[src/rtl/tacho_if.sv]
// CSR bus between the I2C slave (master side) and the tachometer block (slave side).
interface tacho_if;
    logic [4:0] csr_a;
    logic [7:0] csr_di;
    logic       csr_we;
    logic [7:0] csr_do;

    modport master (output csr_a, output csr_di, output csr_we, input csr_do);
    modport slave  (input csr_a, input csr_di, input csr_we, output csr_do);
endinterface

[src/rtl/tacho.sv]
// Fan tachometer: filters the tach pin, counts rising edges per 1 s gate,
// and exposes a coherent 16-bit result plus a stall interrupt over the CSR bus.
module tacho #(
    parameter logic [4:0]  BASE_ADDR  = 5'h1a,
    parameter int unsigned FILTER_LEN = 4
) (
    input  logic    clk,
    input  logic    rst,
    input  logic    tach_in,
    input  logic    ce_1s,
    tacho_if.slave  csr,
    output logic    irq
);

    localparam logic [4:0] ADDR_CTRL = BASE_ADDR;
    localparam logic [4:0] ADDR_CNTH = BASE_ADDR + 5'd1;
    localparam logic [4:0] ADDR_CNTL = BASE_ADDR + 5'd2;
    localparam logic [3:0] FILT_LAST = 4'(FILTER_LEN - 1);

    typedef enum logic [1:0] {IDLE, ARM, RUN} state_t;

    state_t      state, state_nxt;
    logic        sync1, sync2, filt, filt_d;
    logic [3:0]  fcnt;
    logic        rise;
    logic        en, stall_ie, freeze, stall, valid;
    logic [15:0] cnt, cnt_nxt, cnt_inc, sum, pend, result;
    logic        ctrl_wr, en_clr_wr, latch;
    logic        unused_di;

    assign unused_di = ^{csr.csr_di[7:5], csr.csr_di[3]};

    assign rise      = filt & ~filt_d;
    assign ctrl_wr   = csr.csr_we && (csr.csr_a == ADDR_CTRL);
    assign en_clr_wr = ctrl_wr && !csr.csr_di[0];
    assign cnt_inc   = (rise && cnt != '1) ? cnt + 16'd1 : cnt;
    assign sum       = (cnt == '1) ? cnt : cnt + 16'(rise);
    assign irq       = stall & stall_ie;

    // Synchronize the pin and debounce it; the filtered level only moves after
    // FILTER_LEN consecutive cycles of disagreement.
    always_ff @(posedge clk or negedge rst) begin
        if (!rst) begin
            sync1  <= 1'b1;
            sync2  <= 1'b1;
            filt   <= 1'b1;
            filt_d <= 1'b1;
            fcnt   <= '0;
        end else begin
            sync1  <= tach_in;
            sync2  <= sync1;
            filt_d <= filt;
            if (sync2 != filt) begin
                if (fcnt == FILT_LAST) begin
                    filt <= sync2;
                    fcnt <= '0;
                end else begin
                    fcnt <= fcnt + 4'd1;
                end
            end else begin
                fcnt <= '0;
            end
        end
    end

    // Gate state register.
    always_ff @(posedge clk or negedge rst) begin
        if (!rst) state <= IDLE;
        else      state <= state_nxt;
    end

    // Next gate state: EN low forces IDLE from anywhere.
    always_comb begin
        state_nxt = state;
        if (!en) begin
            state_nxt = IDLE;
        end else begin
            case (state)
                IDLE:    state_nxt = ARM;
                ARM:     if (ce_1s) state_nxt = RUN;
                RUN:     state_nxt = RUN;
                default: state_nxt = IDLE;
            endcase
        end
    end

    // Counter update and gate-end latch decision; a CTRL write dropping EN
    // in the gate-end cycle suppresses the latch even though EN is still set.
    always_comb begin
        cnt_nxt = cnt;
        latch   = 1'b0;
        case (state)
            IDLE: cnt_nxt = '0;
            ARM:  cnt_nxt = ce_1s ? '0 : cnt_inc;
            RUN: begin
                if (ce_1s) begin
                    cnt_nxt = '0;
                    latch   = en && !en_clr_wr;
                end else begin
                    cnt_nxt = cnt_inc;
                end
            end
            default: cnt_nxt = '0;
        endcase
    end

    // Count, pending and published result registers.
    always_ff @(posedge clk or negedge rst) begin
        if (!rst) begin
            cnt    <= '0;
            pend   <= '0;
            result <= '0;
        end else begin
            cnt <= cnt_nxt;
            if (latch)   pend   <= sum;
            if (!freeze) result <= pend;
        end
    end

    // CTRL register; a stall detection beats a simultaneous write-1-to-clear.
    always_ff @(posedge clk or negedge rst) begin
        if (!rst) begin
            en       <= 1'b0;
            stall_ie <= 1'b0;
            freeze   <= 1'b0;
            stall    <= 1'b0;
            valid    <= 1'b0;
        end else begin
            if (ctrl_wr) begin
                en       <= csr.csr_di[0];
                stall_ie <= csr.csr_di[1];
                freeze   <= csr.csr_di[2];
            end
            if (latch)     valid <= 1'b1;
            else if (!en)  valid <= 1'b0;
            if (latch && sum == '0)              stall <= 1'b1;
            else if (ctrl_wr && csr.csr_di[4])   stall <= 1'b0;
        end
    end

    // Read mux onto the shared OR-ed bus; zero outside our window.
    always_comb begin
        csr.csr_do = '0;
        case (csr.csr_a)
            ADDR_CTRL: csr.csr_do = {valid, 2'b00, stall, 1'b0, freeze, stall_ie, en};
            ADDR_CNTH: csr.csr_do = result[15:8];
            ADDR_CNTL: csr.csr_do = result[7:0];
            default:   csr.csr_do = '0;
        endcase
    end

endmodule

[src/flat_wrapper.sv]
// flat-port wrapper written by rule: the top's interface ports become plain ports
module tacho_flat 
#(
    parameter logic [4:0]  BASE_ADDR  = 5'h1a,
    parameter int unsigned FILTER_LEN = 4
)
  (clk, rst, tach_in, ce_1s, irq, csr_csr_a, csr_csr_di, csr_csr_we, csr_csr_do);
  tacho_if csr_i ();
  input  logic clk;
  input  logic rst;
  input  logic tach_in;
  input  logic ce_1s;
  output logic irq;
  input wire logic [$bits(csr_i.csr_a)-1:0] csr_csr_a;
  input wire logic [$bits(csr_i.csr_di)-1:0] csr_csr_di;
  input wire logic [$bits(csr_i.csr_we)-1:0] csr_csr_we;
  output wire logic [$bits(csr_i.csr_do)-1:0] csr_csr_do;
  assign csr_i.csr_a = csr_csr_a;
  assign csr_i.csr_di = csr_csr_di;
  assign csr_i.csr_we = csr_csr_we;
  assign csr_csr_do = csr_i.csr_do;
  tacho #(.BASE_ADDR(BASE_ADDR), .FILTER_LEN(FILTER_LEN)) u_core (.clk(clk), .rst(rst), .tach_in(tach_in), .ce_1s(ce_1s), .csr(csr_i), .irq(irq));
endmodule
[config.mk]
export PLATFORM = sky130hd
export DESIGN_NAME = tacho_flat
export DESIGN_NICKNAME = d
export VERILOG_FILES = /design/src/rtl/tacho_if.sv /design/src/rtl/tacho.sv /design/src/flat_wrapper.sv
export SDC_FILE = /design/constraint.sdc
export NUM_CORES = 1
export LEC_CHECK = 0
export CAP_MARGIN = 5
export CORE_ASPECT_RATIO = 1.4
export CORE_MARGIN = 1
export CORE_UTILIZATION = 63
export CTS_CLUSTER_DIAMETER = 100
export DETAILED_ROUTE_END_ITERATION = 10
export GPL_TIMING_DRIVEN = 0
export PLACE_DENSITY = 0.85
export SKIP_CTS_REPAIR_TIMING = 1
export SLEW_MARGIN = 20
export SYNTH_ARGS = -nofsm -noshare
export SYNTH_HDL_FRONTEND = slang
export SYNTH_SLANG_ARGS = --single-unit
[constraint.sdc]
create_clock -name clk -period 6.34 [get_ports clk]
set_clock_uncertainty 0.05 [all_clocks]
set_input_delay 0.951 -clock clk [delete_from_list [all_inputs] [get_ports clk]]
set_output_delay 0.951 -clock clk [all_outputs]
set_load 0.05 [all_outputs]
Yosys cells after proc, flatten, opt, wreduce, memory -nomap -nowiden
Index checks and enable logic that the tools add are counted.

$add $sub $neg: 3. Eq/ne operators: 12. Mux-type cells: 16. Bitwise logic cells: 3. Reduce and logical (&&, ||, !) cells: 13.

Operator list (count): 16-bit two-way mux (4); 8-bit case mux with 3 select lines (1); 16-bit by 1-bit adder with 16-bit output (1); 16-bit by 1-bit adder with 16-bit output, second input constant (1); 16-bit == test, second input constant (1); 16-bit logical NOT (1); 16-bit inequality test, second input constant (1); 5-bit == test, second input constant (3); 4-bit two-way mux (2); 1-bit logical AND (6); 1-bit two-way mux (6); 2-bit case mux with 3 select lines (1); 4-bit by 1-bit adder with 4-bit output, second input constant (1); 4-bit by 2-bit == test with 1-bit output, second input constant (1); 2-bit two-way mux (2); 3-bit by 1-bit inequality test with 1-bit output, second input constant (1); 3-bit inequality test, second input constant (1); 1-bit AND (2); 2-bit by 1-bit == test with 1-bit output, second input constant (1); 2-bit == test, second input constant (1); 1-bit logical NOT (2); 2-bit logical NOT (1); 2-bit inequality test, second input constant (1); 2-bit AND reduction (1); other kinds (4) (4).

Flip-flop bits (word level): 63. Output and inout port bits: 9.

Logic depth before layout (Yosys ltp)
Gate-level depths: netlist (run 1).

Depth after elaboration: 9. Gate-level depth with buffers: 9. Gate-level depth less buffers: 9.

Least setup slack after synthesis (run 1)
OpenSTA, ideal clock, no wires.

Path kind: input to output. From: in csr_csr_a[0]. To: out csr_csr_do[0]. Arrival time: 2.593 ns. Setup slack: 2.746 ns. Stages on the path: 4. Buffers on the path: 1. Path through: clkbuf_1 > nor4b_1 > nand2_1 > o21ai_0.

Cells in the longest elaborated chain, start to end: 2. Elaborated cells between the ends (all ways): 4. Those cells by class: eq/ne: 3; mux: 1.

Ends and longest elaborated chain: start: declaration (RTL line flat_wrapper.sv:14) `input wire logic [$bits(csr_i.csr_a)-1:0] csr_csr_a;`; 5-bit == test (RTL line tacho.sv:144) `case (csr.csr_a)`; 8-bit case mux with 3 select lines (*) (RTL line tacho.sv:144); end: declaration (RTL line flat_wrapper.sv:17) `output wire logic [$bits(csr_i.csr_do)-1:0] csr_csr_do;`.

Mark *: on every way between the ends. The rest lies on a longest branch, timed or not.

Worst setup path after layout (run 1)
From: in csr_csr_a[4]. To: out csr_csr_do[4].

Same word-level chain as after synthesis.

==> summary.txt, run 1 <==
first-pass iteration count of the detailed router - 4
status - complete, no violations
Synth warnings - 0
clk_lat worst skew - 0.35 ns
RSZ-0062 raised after global routing - no
total number of vias - 2,533
Max rail drop VDD - 0.204 mV
std cell rows - 31
top cell type's share of synthesized area - 43.7%
final setup TNS - 0 ns
Residual DRC - 0
Synth Register Bits - 63
CP required - 5.34 ns
P per Cell Area - 252 mW/mm^2
first-pass GRT wire length - 11,900 um
Synth Area per Inst - 10.1 sq um
Die Width - 63.9 um
vias in the first global route - 2,598
Initial Util - 65.5%
pre-CTS WS - 2.04 ns
CP Max Fanout - 8
routed wire length per instance - 16.4 um
antenna viol nets, final - 0
sequential share of the synthesized area - 46.8%
largest net degree at the start of global routing - 43
Total GRT Usage - 28.5%
Worst EP arrival - 3.45 ns
top cells by area, synth - dfrtp_1 (44%), mux2_2 (6.7%), xnor2_1 (5.4%)
# diodes - 0
met1 Use GR - 28.9%
Clock transition at path regs - 0.06 ns
Longest Clk Path Bufs - 2
Layout Cells excl Fill - 438
Final Util - 75.8%
CTS root buffer - clkbuf_8
HPWL after DPL - 5180 um
dpl cell area - 0.00370 sq mm
CTS H-tree lvls - 3
Die ar. - 0.00567 sq mm
Most used DFF post-synth - dfrtp_1
Num Clock Sinks - 63
Syn Nets - 359
WS Path Type - input port to output pin
total congestion overflow - 0
die height - 88.7 um
synth unique cells - 46
final setup margin - 1.89 ns
Via density - 5.78
crit path launch type - input port
max-cap violation count - 0
area grow syn2layout - 15.6%
fmax - 225 MHz
CTS tree - built
async set-reset flop share out of synthesis - 100%
initial antenna violation count - 0
layer with the highest usage - met2
GP Congestion - 0.862
most common cell after layout, fill and taps aside - dfrtp_1
relative slew slack - 41.6%
hold_ws - 0.311 ns
Hold EP - u_core.sync2
GRT met3 Usage - 5.67%
layout cells sized above 1 - 18.3%
port buffer count - 21
HP Start - u_core.sync1
number of CTS-inserted buffers - 9
Post-synth EDFFs - 0
final slew viol count - 0
worst r2r path cells - 9
R2R Setup Slk - 3.51 ns
final wirelength - 7200 um
total power - 0.986 mW
worst-margin pin slew - 0.874 ns
met2 Use GR - 54.8%
Setup violations, final - 0
most frequent cells in the layout - dfrtp_1 (59), nand2_1 (39), nor2_1 (29), o21ai_0 (23), xnor2_1 (21)
Core Region - 0.00516 sq mm
Leakage - 1.64 nW
io pins - 27
fin crit share - 70.2%
Hold Fails Final Rpt - 0
Synth Cell Area - 0.00338 sq mm
endpoint type of the worst setup path - output pin
Worst Hold Path Cells - 0
Cells after Synth - 334
DP Cell Count - 422
Net count, final - 392
reg2reg start - u_core.filt
reg2reg end - u_core.stall
hold crit path type - flop to flop
final instance area - 0.00391 sq mm
drt initial violations - 152
Tmin final - 4.45 ns
cell taking the most area after synthesis - dfrtp_1
-- cells in the mapped netlist, types with 2 or more instances --
| library cell | n |
|---|---|
| nor2b_1 | 7 |
| mux2i_1 | 10 |
| nor4_1 | 6 |
| nand3_1 | 10 |
| buf_4 | 4 |
| nor4b_1 | 2 |
| a31oi_1 | 3 |
| nor3_1 | 14 |
| buf_2 | 4 |
| ha_1 | 7 |
| xnor2_1 | 21 |
| and2_1 | 2 |
| a21o_1 | 2 |
| nor2_1 | 29 |
| clkbuf_1 | 10 |
| buf_1 | 2 |
| dfrtp_1 | 59 |
| o21ai_0 | 23 |
| or3_1 | 2 |
| nand4_1 | 10 |
| a32o_1 | 3 |
| dfstp_2 | 4 |
| inv_1 | 4 |
| xor2_1 | 9 |
| buf_6 | 5 |
| a21oi_1 | 4 |
| nand2b_1 | 2 |
| nand2_1 | 39 |
| mux2_2 | 20 |
-- layer usage --
metal	vias up	part of all wire, %
li1	1223	-
met2	59	56
met1	1232	39
met3	19	2.9
met5	-	0
met4	0	2.5
-- where the power goes --
group          switching, mW  internal [mW]
logic                 0.0802         0.0659
clock network          0.158          0.218
registers             0.0235          0.440
-- layout make-up --
class	instances	area, sq um
clock buffer	9	124
sequential	63	1580
buffer	26	166
clock inverter	7	87.6
inverter	4	15.0
fill	335	1250
tap	66	82.6
timing repair buffer	22	228
multi-input combinational	241	1620
-- worst max-delay path by stage --
stage / from / to / slack (ns) / depth (start not counted)
floorplan: csr_csr_a[0] / csr_csr_do[0] / 2.75 / 4
global placement: csr_csr_a[4] / csr_csr_do[0] / 1.64 / 6
detailed placement: csr_csr_a[4] / csr_csr_do[2] / 2.04 / 6
CTS: csr_csr_a[4] / csr_csr_do[4] / 2.00 / 6
global route: csr_csr_a[4] / csr_csr_do[1] / 1.85 / 6
finish: csr_csr_a[4] / csr_csr_do[4] / 1.89 / 6
-- logic make-up (layout without fill, tap and decap cells) --
| family | Yosys count | in the layout | share of synthesized area, % |
|---|---|---|---|
| adders and majority gates | 7 | 7 | 2.59 |
| AOI/OAI and AO/OA | 41 | 41 | 7.92 |
| buffers and inverters | 30 | 68 | 5.37 |
| DFF | 63 | 63 | 46.8 |
| and+or+nand+nor | 133 | 133 | 19.9 |
| muxes | 30 | 30 | 9.62 |
| xor gates and xnor gates | 30 | 30 | 7.77 |
-- flip-flops by register name, summed over array words and instances, names as in the netlist, 2 cells and up --
signal,cells
u_core.cnt,16
u_core.pend,16
u_core.result,16
u_core.fcnt,4
u_core.state,2
-- worst max-delay path, stage by stage --
cell and delay, ns:
clkdlybuf4s50_1 0.49, nand2_1 0.10, nor4b_2 0.78, nand2_1 0.16, o21ai_0 0.13, clkdlybuf4s50_1 0.84
(Power assumes the default switching activity.)
==> run 2, diff against run 1 <==
Settings changed: CORE_UTILIZATION 63 to 58, PLACE_DENSITY 0.85 to 0.8.
Clock period 6.34 ns to 4.1 ns, I/O delays scaled along.
==> run 2 against run 1 <==
Against the previous run: total power rose by 64%; first-iteration DRC count shrank 40%; flip-flop and latch count unchanged; critical path depth unchanged; global-route usage decreased by 3.0 points; register-to-register slack worse by 2.2 ns; utilization shrank 4.7 points; setup slack worse by 1.3 ns; largest cell class unchanged; largest power group unchanged.
==> summary.txt, run 2 (synthesis results as in run 1) <==
vias in the first global route - 2,521
number of CTS-inserted buffers - 9
Initial Util - 60.7%
Num Clock Sinks - 63
Worst EP arrival - 2.89 ns
Largest regs - u_core.cnt: 16 flops, u_core.pend: 16 flops, u_core.result: 16 flops
Slowest Stage Delay on Critical Path - 0.81 ns
final wirelength - 6760 um
# diodes - 0
HPWL after DPL - 5060 um
status - complete, no violations
Leakage - 1.66 nW
antenna viol nets, final - 0
Residual DRC - 0
Hold Fails Final Rpt - 0
final slew viol count - 0
Clock transition at path regs - 0.07 ns
RSZ-0062 raised after global routing - no
CTS tree - built
R2R Setup Slk - 1.29 ns
relative slew slack - 51.9%
io pins - 27
WS Path Type - input port to output pin
crit path launch type - input port
Core Region - 0.00557 sq mm
Critical-path top delay cell - clkdlybuf4s50_1
CP required - 3.43 ns
clk_lat worst skew - 0.35 ns
CTS H-tree lvls - 3
worst-margin pin slew - 0.720 ns
Via density - 5.72
total power - 1.62 mW
Max rail drop VDD - 0.271 mV
Tmin final - 3.56 ns
GP Congestion - 0.845
final setup TNS - 0 ns
max-cap violation count - 0
layout cells sized above 1 - 18.3%
fmax - 281 MHz
initial antenna violation count - 0
Net count, final - 392
first-pass GRT wire length - 11,400 um
Layout Cells excl Fill - 440
largest net degree at the start of global routing - 43
crit path cell chain - clkdlybuf4s50_1 > nand2_1 > nor4b_2 > nand2_1 > o21ai_0 > clkdlybuf4s50_1
total congestion overflow - 0
Setup violations, final - 0
die height - 92.3 um
drt initial violations - 91
Die Width - 66.5 um
fin crit share - 86.8%
routed wire length per instance - 15.4 um
most frequent cells in the layout - dfrtp_1 (59), nand2_1 (39), nor2_1 (29), o21ai_0 (23), xnor2_1 (21)
DP Cell Count - 424
endpoint type of the worst setup path - output pin
hold crit path type - input port to async pin
area grow syn2layout - 17.0%
P per Cell Area - 410 mW/mm^2
Die ar. - 0.00614 sq mm
CTS root buffer - clkbuf_8
port buffer count - 21
most common cell after layout, fill and taps aside - dfrtp_1
Longest Clk Path Bufs - 2
std cell rows - 32
first-pass iteration count of the detailed router - 4
total number of vias - 2,516
CP Max Fanout - 8
Total GRT Usage - 25.5%
run 2: worst max-delay path: cells and delay by family:
| family | cells | cell delay (ns) |
|---|---|---|
| buffers and inverters | 2 | 1.28 |
| and+or+nand+nor | 3 | 0.89 |
| AOI/OAI and AO/OA | 1 | 0.10 |
run 2: area by class of cell:
cell class              count  area (sq um)
fillers                   417          1610
inverters                   4          15.0
multi-input cells         241          1620
flip-flops and latches     63          1580
well taps                  68          85.1
plain buffers              26           166
repair buffers             22           228
clock buffers              10           138
clock inverters             6           116
run 2: where the power goes:
part           switching [mW]  internal, mW  total [mW]
combinational           0.123         0.102       0.224
sequential             0.0366         0.680       0.717
clock                   0.254         0.424       0.678
total                   0.413          1.21        1.62
run 2: stage by stage:
step,utilization [%],hold slack [ns],setup WS (ns),instance area [sq um]
6_report,71.0,0.0888,0.541,3950
5_1_grt,71.0,0.0950,0.334,3950
4_1_cts,71.0,0.0937,0.523,3950
3_5_place_dp,66.5,0.303,0.513,3700
3_3_place_gp,66.1,0.298,0.138,3680
2_1_floorplan,-,0.269,1.18,3380
run 2: per-layer routing:
| metal | share of wire (%) | track usage (%) | vias to the layer above |
|---|---|---|---|
| li1 | - | - | 1232 |
| met1 | 41 | 26.4 | 1223 |
| met2 | 54 | 44.9 | 45 |
| met3 | 3.0 | 7.76 | 16 |
| met4 | 2.5 | 13.1 | 0 |
| met5 | 0 | 0 | - |
run 2: path summary, 6_finish.rpt:
| path | startpoint | cells after the start | to |
|---|---|---|---|
| setup / recovery | csr_csr_a[4] | 6 | csr_csr_do[1] |
| max in group asynchronous | rst | 2 | u_core.pend[5] |
| min in group clk | u_core.sync1 | 0 | u_core.sync2 |
| setup reg to reg | u_core.filt | 8 | u_core.stall |
| hold reg to reg | u_core.sync1 | 0 | u_core.sync2 |
| hold / removal | rst | 1 | u_core.cnt[12] |
